[src/rtl/rv32_pkg.sv]
`default_nettype none
// +--------------------------------------------------------------------+
// | rv32_pkg : shared fetch-path types and constants   | Rev 1.0       |
// +--------------------------------------------------------------------+
package rv32_pkg;
  localparam int XLEN         = 32;
  localparam int ILEN         = 32;
  localparam int CREDIT_DEPTH = 2;

  typedef logic [XLEN-1:0] addr_t;
  typedef logic [ILEN-1:0] instr_t;

  localparam addr_t  RESET_PC_DEFAULT = 32'h0000_0000;
  localparam instr_t NOP_INSTR        = 32'h0000_0013;

  typedef struct packed {
    addr_t  pc;
    instr_t opcode;
  } fetch_entry_t;

  function automatic logic is_aligned(input addr_t a);
    return a[1:0] == 2'b00;
  endfunction
endpackage
`default_nettype wire

[src/rtl/fetch_fifo.sv]
`default_nettype none
// +--------------------------------------------------------------------+
// | fetch_fifo : 2-entry registered FIFO with flush    | Rev 1.0       |
// +--------------------------------------------------------------------+
module fetch_fifo #(
  parameter int WIDTH = 32
) (
  input  logic             i_clk,
  input  logic             i_rst_n,
  input  logic             i_flush,
  input  logic             i_push,
  input  logic [WIDTH-1:0] i_data,
  input  logic             i_pop,
  output logic             o_valid,
  output logic [WIDTH-1:0] o_data,
  output logic [1:0]       o_count
);
  logic [WIDTH-1:0] r_mem [2];
  logic             r_rd_ptr;
  logic             r_wr_ptr;
  logic [1:0]       r_count;
  logic             w_push;
  logic             w_pop;

  assign w_pop  = i_pop  && (r_count != 2'd0);
  assign w_push = i_push && (r_count != 2'd2);

  // Flush wins over a same-cycle push or pop.
  always_ff @(posedge i_clk or negedge i_rst_n) begin
    if (!i_rst_n) begin
      r_mem[0] <= '0;
      r_mem[1] <= '0;
      r_rd_ptr <= 1'b0;
      r_wr_ptr <= 1'b0;
      r_count  <= 2'd0;
    end else if (i_flush) begin
      r_rd_ptr <= 1'b0;
      r_wr_ptr <= 1'b0;
      r_count  <= 2'd0;
    end else begin
      if (w_push) begin
        r_mem[r_wr_ptr] <= i_data;
        r_wr_ptr        <= ~r_wr_ptr;
      end
      if (w_pop) begin
        r_rd_ptr <= ~r_rd_ptr;
      end
      r_count <= r_count + {1'b0, w_push} - {1'b0, w_pop};
    end
  end

  assign o_valid = (r_count != 2'd0);
  assign o_data  = r_mem[r_rd_ptr];
  assign o_count = r_count;
endmodule
`default_nettype wire

[src/rtl/instr_fetch.sv]
`default_nettype none
// +--------------------------------------------------------------------+
// | instr_fetch : credit-limited fetch with redirect   | Rev 1.0       |
// +--------------------------------------------------------------------+
module instr_fetch
  import rv32_pkg::*;
#(
  parameter addr_t RESET_PC = RESET_PC_DEFAULT
) (
  input  logic            i_clk,
  input  logic            i_rst_n,
  output logic            o_imem_req_valid,
  input  logic            i_imem_req_ready,
  output logic [XLEN-1:0] o_imem_addr,
  input  logic            i_imem_rsp_valid,
  input  logic [ILEN-1:0] i_imem_rsp_data,
  input  logic            i_redirect,
  input  logic [XLEN-1:0] i_redirect_addr,
  output logic            o_valid,
  input  logic            i_ready,
  output logic [ILEN-1:0] o_opcode,
  output logic [XLEN-1:0] o_pc,
  output logic            o_misaligned
);
  localparam logic [2:0] CREDIT_LIMIT = 3'(CREDIT_DEPTH);

  addr_t        r_pc;
  logic [1:0]   r_drop;
  logic         r_mis;

  logic         w_pend_valid;
  addr_t        w_pend_pc;
  logic [1:0]   w_pend_count;
  logic         w_out_valid;
  fetch_entry_t w_out_entry;
  logic [1:0]   w_out_count;
  logic [2:0]   w_used;
  logic [2:0]   w_inflight;
  logic         w_req_fire;
  logic         w_rsp_live;
  logic         w_mis_shown;

  // Credit counts only registered occupancy, so a pop frees a slot one cycle later.
  assign w_used = {1'b0, w_pend_count} + {1'b0, r_drop} + {1'b0, w_out_count};
  assign o_imem_req_valid = i_rst_n && !r_mis && (w_used < CREDIT_LIMIT);
  assign o_imem_addr      = r_pc;
  assign w_req_fire       = o_imem_req_valid && i_imem_req_ready;
  assign w_rsp_live       = i_imem_rsp_valid && (r_drop == 2'd0) && w_pend_valid;

  // Everything still in flight after this cycle becomes stale on a redirect.
  assign w_inflight = {1'b0, r_drop} + {1'b0, w_pend_count}
                    + {2'b00, w_req_fire} - {2'b00, i_imem_rsp_valid};

  fetch_fifo #(.WIDTH(XLEN)) u_pend_q (
    .i_clk   (i_clk),
    .i_rst_n (i_rst_n),
    .i_flush (i_redirect),
    .i_push  (w_req_fire),
    .i_data  (r_pc),
    .i_pop   (w_rsp_live),
    .o_valid (w_pend_valid),
    .o_data  (w_pend_pc),
    .o_count (w_pend_count)
  );

  fetch_fifo #(.WIDTH($bits(fetch_entry_t))) u_out_q (
    .i_clk   (i_clk),
    .i_rst_n (i_rst_n),
    .i_flush (i_redirect),
    .i_push  (w_rsp_live),
    .i_data  ({w_pend_pc, i_imem_rsp_data}),
    .i_pop   (i_ready && !r_mis),
    .o_valid (w_out_valid),
    .o_data  (w_out_entry),
    .o_count (w_out_count)
  );

  always_ff @(posedge i_clk or negedge i_rst_n) begin
    if (!i_rst_n) begin
      r_pc   <= RESET_PC;
      r_drop <= 2'd0;
      r_mis  <= 1'b0;
    end else if (i_redirect) begin
      r_pc   <= i_redirect_addr;
      r_drop <= w_inflight[1:0];
      r_mis  <= !is_aligned(i_redirect_addr);
    end else begin
      if (w_req_fire) begin
        r_pc <= r_pc + 32'd4;
      end
      if (i_imem_rsp_valid && (r_drop != 2'd0)) begin
        r_drop <= r_drop - 2'd1;
      end
    end
  end

  // A misaligned target is reported only once its stale responses have drained.
  assign w_mis_shown  = r_mis && (r_drop == 2'd0);
  assign o_valid      = r_mis ? w_mis_shown : w_out_valid;
  assign o_misaligned = w_mis_shown;
  assign o_pc         = r_mis ? r_pc      : w_out_entry.pc;
  assign o_opcode     = r_mis ? NOP_INSTR : w_out_entry.opcode;
endmodule
`default_nettype wire

[config.mk]
export PLATFORM = sky130hd
export DESIGN_NAME = instr_fetch
export DESIGN_NICKNAME = d
export VERILOG_FILES = /design/src/rtl/rv32_pkg.sv /design/src/rtl/fetch_fifo.sv /design/src/rtl/instr_fetch.sv
export SDC_FILE = /design/constraint.sdc
export NUM_CORES = 1
export LEC_CHECK = 0
export CAP_MARGIN = 30
export CORE_MARGIN = 4
export CORE_UTILIZATION = 51
export CTS_BUF_LIST = sky130_fd_sc_hd__clkbuf_2 sky130_fd_sc_hd__clkbuf_4 sky130_fd_sc_hd__clkbuf_8
export DETAILED_ROUTE_END_ITERATION = 8
export GPL_TIMING_DRIVEN = 0
export PLACE_DENSITY_LB_ADDON = 0.1
export SYNTH_ARGS = -nofsm -noshare
export SYNTH_HDL_FRONTEND = slang
export SYNTH_SLANG_ARGS = --single-unit
[constraint.sdc]
create_clock -name i_clk -period 3.3 [get_ports i_clk]
set_input_delay 0.66 -clock i_clk [delete_from_list [all_inputs] [get_ports i_clk]]
set_output_delay 0.66 -clock i_clk [all_outputs]
set_load 0.01 [all_outputs]
==> results.ini, run 1 <==
[clock_network]
cts_tree=yes
clk_latency_ns=0.53
clockBufferDepth=3
cts_sinks=235
cts-buffers-inserted=40
ctsHtreeMaxLevel=2
clockRootBuffer=clkbuf_8
path_clk_slew_ns=0.06

[place]
placed_cells=1450
preCtsSetupSlack_ns=-0.409
place_hpwl_mm=20.4
port_buffers=167
gp_congestion=0.849

[grt]
grt_pass1_wl_mm=47.5
antenna_found_initial=0
overflow=0
grt_pass1_vias=8948
grt_max_degree=112
grtUsageTotal=0.245

[critical_path]
r2r-end=o_imem_addr[20]
slowest_stage=fa_1
crit_chain=ha_2 > fa_1 > fa_2 > xor2_4 > nor4b_4 > buf_2
r2r-start=u_pend_q.o_count[0]
cp.required_ns=2.64
cp-end-kind=output pin
r2r_slack_ns=0.04
cp_max_fo=2
crit_type=register to output pin
start_kind=register
r2r_cells=10
cp_slowest_stage_delay_ns=0.48
crit_arrival_ns=2.71

[pwr]
powerDensity_nw_per_um2=555
leakagePower_uw=0.00634
power_switching_uw=2230
p_clk_frac=0.315
seqPwrFrac=0.466
pwr-share-comb=0.220
p_int_uw=5710
vdd_ir_drop_max_uv=367
switching_share=0.281

[status]
status=complete, but fails checks
violations=negative setup slack

[logic_synthesis]
synthTopCellsByCount=dfrtp_1, nor2_1, mux2i_1
avgSynthCellArea_um2=11.1
netlist.area_leader.share=0.525
synthArstFlopShare=1.00
syn_nets=1087
netlist_area_um2=11200
synth_top_area_cell=dfrtp_1
ys_types=49
synth_cells=1006
yosysSeqAreaShare=0.525
synth_edf_count=0
synth_area_leaders=dfrtp_1, mux2i_1, mux2_2
synth_ff_type=dfrtp_1
synth_seq_cells=235
post-synth-top-count-cell=dfrtp_1
ys_warn_count=0

[layout]
drive_gt1_frac=0.164
multiInputGateArea_um2=5060
syn2layout_area_growth_pct=27.8
num-fill-cells=1683
fin_nets=1315
fin_cells=1528
antennaDiodeCount=0
seq_area_um2=5880

[routing]
drc_errors=0
vias=8680
antenna_left=0
post_drt_wl_per_cell_um=19.6
avgViaCountPerCell=5.68
drtIter0Drc=495
drt_first_pass_iters=5
routed_wl_mm=29.9

[hold_path]
hp-class=register to register
whs_endpoint=u_pend_q.r_mem[33]
min_from=u_pend_q.r_mem[33]
min_path_cells=1

[floorplan]
dieArea_um2=24400
initial_utilization=0.526
core-area_um2=21300
ios=169
die_y_um=156
fp-row-count=53
die_w_um=156

[sta]
worst_slack_ns=-0.0746
max_clock_freq_mhz=296
min_period_ns=3.37
setup_violations=2
relSlewSlack=0.361
fin_crit_sh=1.02
grt_setup_unrepaired=yes
drv_slew=0
worst_slew_pin_slew_ns=0.958
hold_violations=0
clock_skew_ns=0.0233

[flow_run]
maxCapViolCount=0

## critical path: cells and delay by family, from the launching register on
family	cells	cell delay, ns
XOR/XNOR	1	0.18
AND/OR/NAND/NOR	1	0.34
buffers and inverters	1	0.19
flip-flops	1	0.39
adder cells (fa/ha/maj)	3	1.09
## per-layer routing
layer	part of all wire	routed length, µm	global-route usage	vias up
met5	0	0	0	-
met4	0.033	1000	0.0884	0
met3	0.061	1830	0.0415	66
met2	0.46	13800	0.385	272
met1	0.45	13300	0.345	4328
li1	-	-	-	4014
## cell type report
type / instances / area share
Multi-Input combinational cell: 683 / 0.353
Clock buffer: 60 / 0.0516
Inverter: 14 / 0.00367
Clock inverter: 1 / 0.000349
Sequential cell: 235 / 0.411
Buffer: 74 / 0.0259
Timing Repair Buffer: 186 / 0.131
Tap cell: 275 / 0.0240
## power by group through the flow
stage	Clock (µW)	Combinational, µW	Sequential, µW
after global routing	2700	1950	3770
final	2500	1740	3700
after global placement	0	1640	3730
after floorplan	0	1010	3670
after detailed placement	0	1680	3750
after CTS	2570	1730	3700
## per-stage QoR
stage / hold slack, ns / util / TNS [ns] / total power, µW / cell area [µm²]
4_1_cts: 0.486 / 0.667 / -1.64 / 7990 / 14200
3_3_place_gp: 0.466 / 0.621 / -2778.32 / 5370 / 13200
3_5_place_dp: 0.474 / 0.624 / -13.48 / 5430 / 13300
2_1_floorplan: 0.364 / - / 0 / 4680 / 11200
6_report: 0.484 / 0.673 / -0.0971 / 7950 / 14300
5_1_grt: 0.496 / 0.673 / -2.18 / 8410 / 14300
## layout by cell type (no fill, tap or decap), types with 7 or more instances in the layout
master	count
nand2_1	54
clkdlybuf4s50_1	165
dfrtp_1	235
or4_1	14
clkbuf_1	31
xnor2_1	12
nor2_1	122
a31oi_1	15
a21oi_1	68
and4_1	7
mux2i_1	94
mux2_2	68
o21ai_0	46
nand3_1	17
o31ai_1	12
buf_2	25
mux2_1	62
nor4_1	8
clkbuf_8	46
nand4_1	12
clkbuf_4	14
buf_4	24
xor2_1	7
inv_1	12
## repair_timing
item                                    in CTS  in global routing
buffers inserted                            10                  4
resized for setup                           26                 21
pin swaps                                    6                 12
cloned                                       1                  1
hold buffers                                 1                  0
endpoints found under the setup margin     129                116
endpoints found under the hold margin       27                  0
## state kept, by name, summed over array words and instances, names as in the netlist
name,flops
u_out_q.r_mem,128
u_pend_q.r_rd_ptr,1
u_out_q.r_wr_ptr,1
r_mis,1
u_pend_q.r_wr_ptr,1
u_out_q.r_rd_ptr,1
r_drop,2
u_pend_q.o_count,2
u_out_q.o_count,2
u_pend_q.r_mem,64
o_imem_addr,32
## how the worst max path moves through the flow
stage / start / end / slack [ns] / cells after the start
finish: u_pend_q.o_count[0] / o_imem_req_valid / -0.07 / 6
global route: r_drop[0] / o_imem_req_valid / -0.14 / 6
CTS: u_pend_q.o_count[0] / o_imem_req_valid / -0.27 / 6
detailed placement: u_pend_q.o_count[0] / o_imem_req_valid / -0.41 / 6
global placement: i_rst_n / u_pend_q.r_mem[9] / -8.53 / 1
floorplan: u_pend_q.o_count[0] / u_pend_q.r_mem[34] / 0.21 / 9
## logic make-up (layout without fill, tap and decap cells)
| kind of cell | count (synthesis) | in the layout | synth area share |
|---|---|---|---|
| and+or+nand+nor | 271 | 271 | 0.117 |
| DFF | 235 | 235 | 0.525 |
| muxes | 224 | 224 | 0.215 |
| AOI/OAI and AO/OA | 156 | 156 | 0.0785 |
| buffers and inverters | 88 | 335 | 0.0342 |
| xor gates and xnor gates | 21 | 21 | 0.0171 |
| adders and majority gates | 11 | 11 | 0.0136 |
Power figures use the tool's default switching activity.
==> run 2, diff against run 1 <==
--- a/config.mk
+++ b/config.mk
@@ -10,7 +10,7 @@
 export CORE_UTILIZATION = 51
 export CTS_BUF_LIST = sky130_fd_sc_hd__clkbuf_2 sky130_fd_sc_hd__clkbuf_4 sky130_fd_sc_hd__clkbuf_8
 export DETAILED_ROUTE_END_ITERATION = 8
-export GPL_TIMING_DRIVEN = 0
+export GPL_TIMING_DRIVEN = 1
 export PLACE_DENSITY_LB_ADDON = 0.1
 export SYNTH_ARGS = -nofsm -noshare
 export SYNTH_HDL_FRONTEND = slang
==> run 2 against run 1 <==
  * The flow now finishes without violations
  * Final cell count fell by 3.1%
  * Sequential power rose by 1%
  * Clock power rose by 10%
  * Cell area fell by 0.53%
  * Global-route usage fell by 2.3 points
  * Sequential share of layout area rose by 0.28 points
  * Combinational power fell by 5%
  * Flip-flop and latch count did not move
  * Routed wire length fell by 9.5%
  * Critical path type unchanged
  * Highest routed layer is now met5
==> results.ini, run 2 (synthesis gave the netlist of run 1 again) <==
[pwr]
p_clk_frac=0.337
seqPwrFrac=0.460
switching_share=0.276
p_int_uw=5900
leakagePower_uw=0.00623
vdd_ir_drop_max_uv=345
power_switching_uw=2250
pwr-share-comb=0.203
powerDensity_nw_per_um2=572

[clock_network]
cts_tree=yes
postCtsHoldBufs=0
clockRootBuffer=clkbuf_8
clockBufferDepth=3
clk_latency_ns=0.53
path_clk_slew_ns=0.06
cts-buffers-inserted=40
ctsHtreeMaxLevel=2
cts_sinks=235

[critical_path]
crit_chain=ha_2 > fa_1 > fa_2 > nor4b_4 > buf_4
crit_type=register to output pin
cp.required_ns=2.64
start_kind=register
slowest_stage=fa_1
cp_max_fo=3
cp-end-kind=output pin
crit_arrival_ns=2.62
cp_slowest_stage_delay_ns=0.54

[layout]
multiInputGateArea_um2=5010
num-fill-cells=1648
drive_gt1_frac=0.160
syn2layout_area_growth_pct=27.1
final_cell_mix=dfrtp_1, clkdlybuf4s50_1, nor2_1
largest-register=u_out_q.r_mem
fin_nets=1256
final_util=0.669
final_common_cell=dfrtp_1
final_cell_area_um2=14200
largest_register_ffs=128
seq_area_um2=5890

[hold_path]
hp-class=input port to async pin

[place]
place_hpwl_mm=17.6
gp_congestion=0.815
port_buffers=168
place_area_um2=13300

[routing]
drt_first_pass_iters=6
drtIter0Drc=386
post_drt_wl_per_cell_um=18.3
antenna_left=0
avgViaCountPerCell=5.54
drc_errors=0
vias=8202
routed_wl_mm=27.1

[grt]
met3_usage=0.0512
grt_pass1_vias=8419
grt_busiest_layer=met2
antenna_found_initial=2
grt_max_degree=187
grtUsageTotal=0.221
met1_usage=0.302
overflow=0
grt_pass1_wl_mm=43.8
grtUsageMet2=0.363

[floorplan]
dieArea_um2=24400
ios=169
die_y_um=156
fp-row-count=53
core-area_um2=21300
initial_utilization=0.526
die_w_um=156

[sta]
min_period_ns=3.28
max_clock_freq_mhz=305
setup_violations=0
grt_setup_unrepaired=yes
drv_slew=0
relSlewSlack=0.278
worst_slew_pin_slew_ns=1.08
hold_violations=0
fin_crit_sh=0.995
clock_skew_ns=0.0148

[flow_run]
maxCapViolCount=0

[status]
status=finished clean

run 2: cell count changes in the layout (fill, tap and decap cells not counted), sizes merged:
cell,before,now
clkinvlp,0,2
clkinv,1,2
clkbuf,95,68
diode,0,1
buf,59,36
dlygate4sd3,1,0
run 2: cell type report:
cell class	count	area share
repair buffers	201	0.146
clock inverters	4	0.00176
clock buffers	68	0.0591
inverters	14	0.00369
multi-input cells	683	0.352
diodes	1	0.000176
well taps	275	0.0242
flip-flops and latches	235	0.413
run 2: final timing paths:
check                                     from                  to  slack [ns]  cells past startpoint
max                        u_pend_q.o_count[0]    o_imem_req_valid        0.02                      5
min                                    i_rst_n   u_pend_q.r_mem[5]        0.26                      2
max reg2reg                u_pend_q.o_count[0]     o_imem_addr[23]        0.09                      7
min reg2reg                 u_pend_q.r_mem[55]  u_pend_q.r_mem[55]        0.48                      1
max in group asynchronous              i_rst_n     o_imem_addr[16]        2.14                      2
min in group i_clk          u_pend_q.r_mem[55]  u_pend_q.r_mem[55]        0.48                      1
run 2: critical path: cells and delay by family (launching register included):
family	cells	cell delay, ns
buffers and inverters	1	0.18
and+or+nand+nor	1	0.30
DFF	1	0.39
adders and majority gates	3	1.24
run 2: per-stage QoR:
step	std cells	hold WS, ns	TNS [ns]	setup slack [ns]	total power [µW]
after floorplan	1006	0.364	0	0.206	4680
after global placement	1401	0.467	-0.0607	-0.0607	5360
after detailed placement	1402	0.475	-0.0360	-0.0360	5430
after CTS	1476	0.246	-0.0858	-0.0858	8220
after global routing	1481	0.279	-0.153	-0.0954	8650
final	1481	0.256	0	0.0162	8150
run 2: metal layers:
metal  vias up  routed length, µm
met4         2                403
met5         -                 13
met2       189              13000
li1       3918                  -
met1      4063              12100
met3        30               1580
run 2: repair_timing:
item,CTS,global route
gates resized for setup,9,5
pin swaps,5,3
setup endpoints to repair,1,57
hold endpoints to repair,0,0
setup buffers,2,4
run 2: power groups by stage:
| stage | combinational [µW] | sequential, µW | clock [µW] |
|---|---|---|---|
| finish | 1660 | 3750 | 2750 |
| global route | 1870 | 3820 | 2960 |
| CTS | 1650 | 3750 | 2820 |
| detailed placement | 1630 | 3800 | 0 |
| global placement | 1580 | 3780 | 0 |
| floorplan | 1010 | 3670 | 0 |
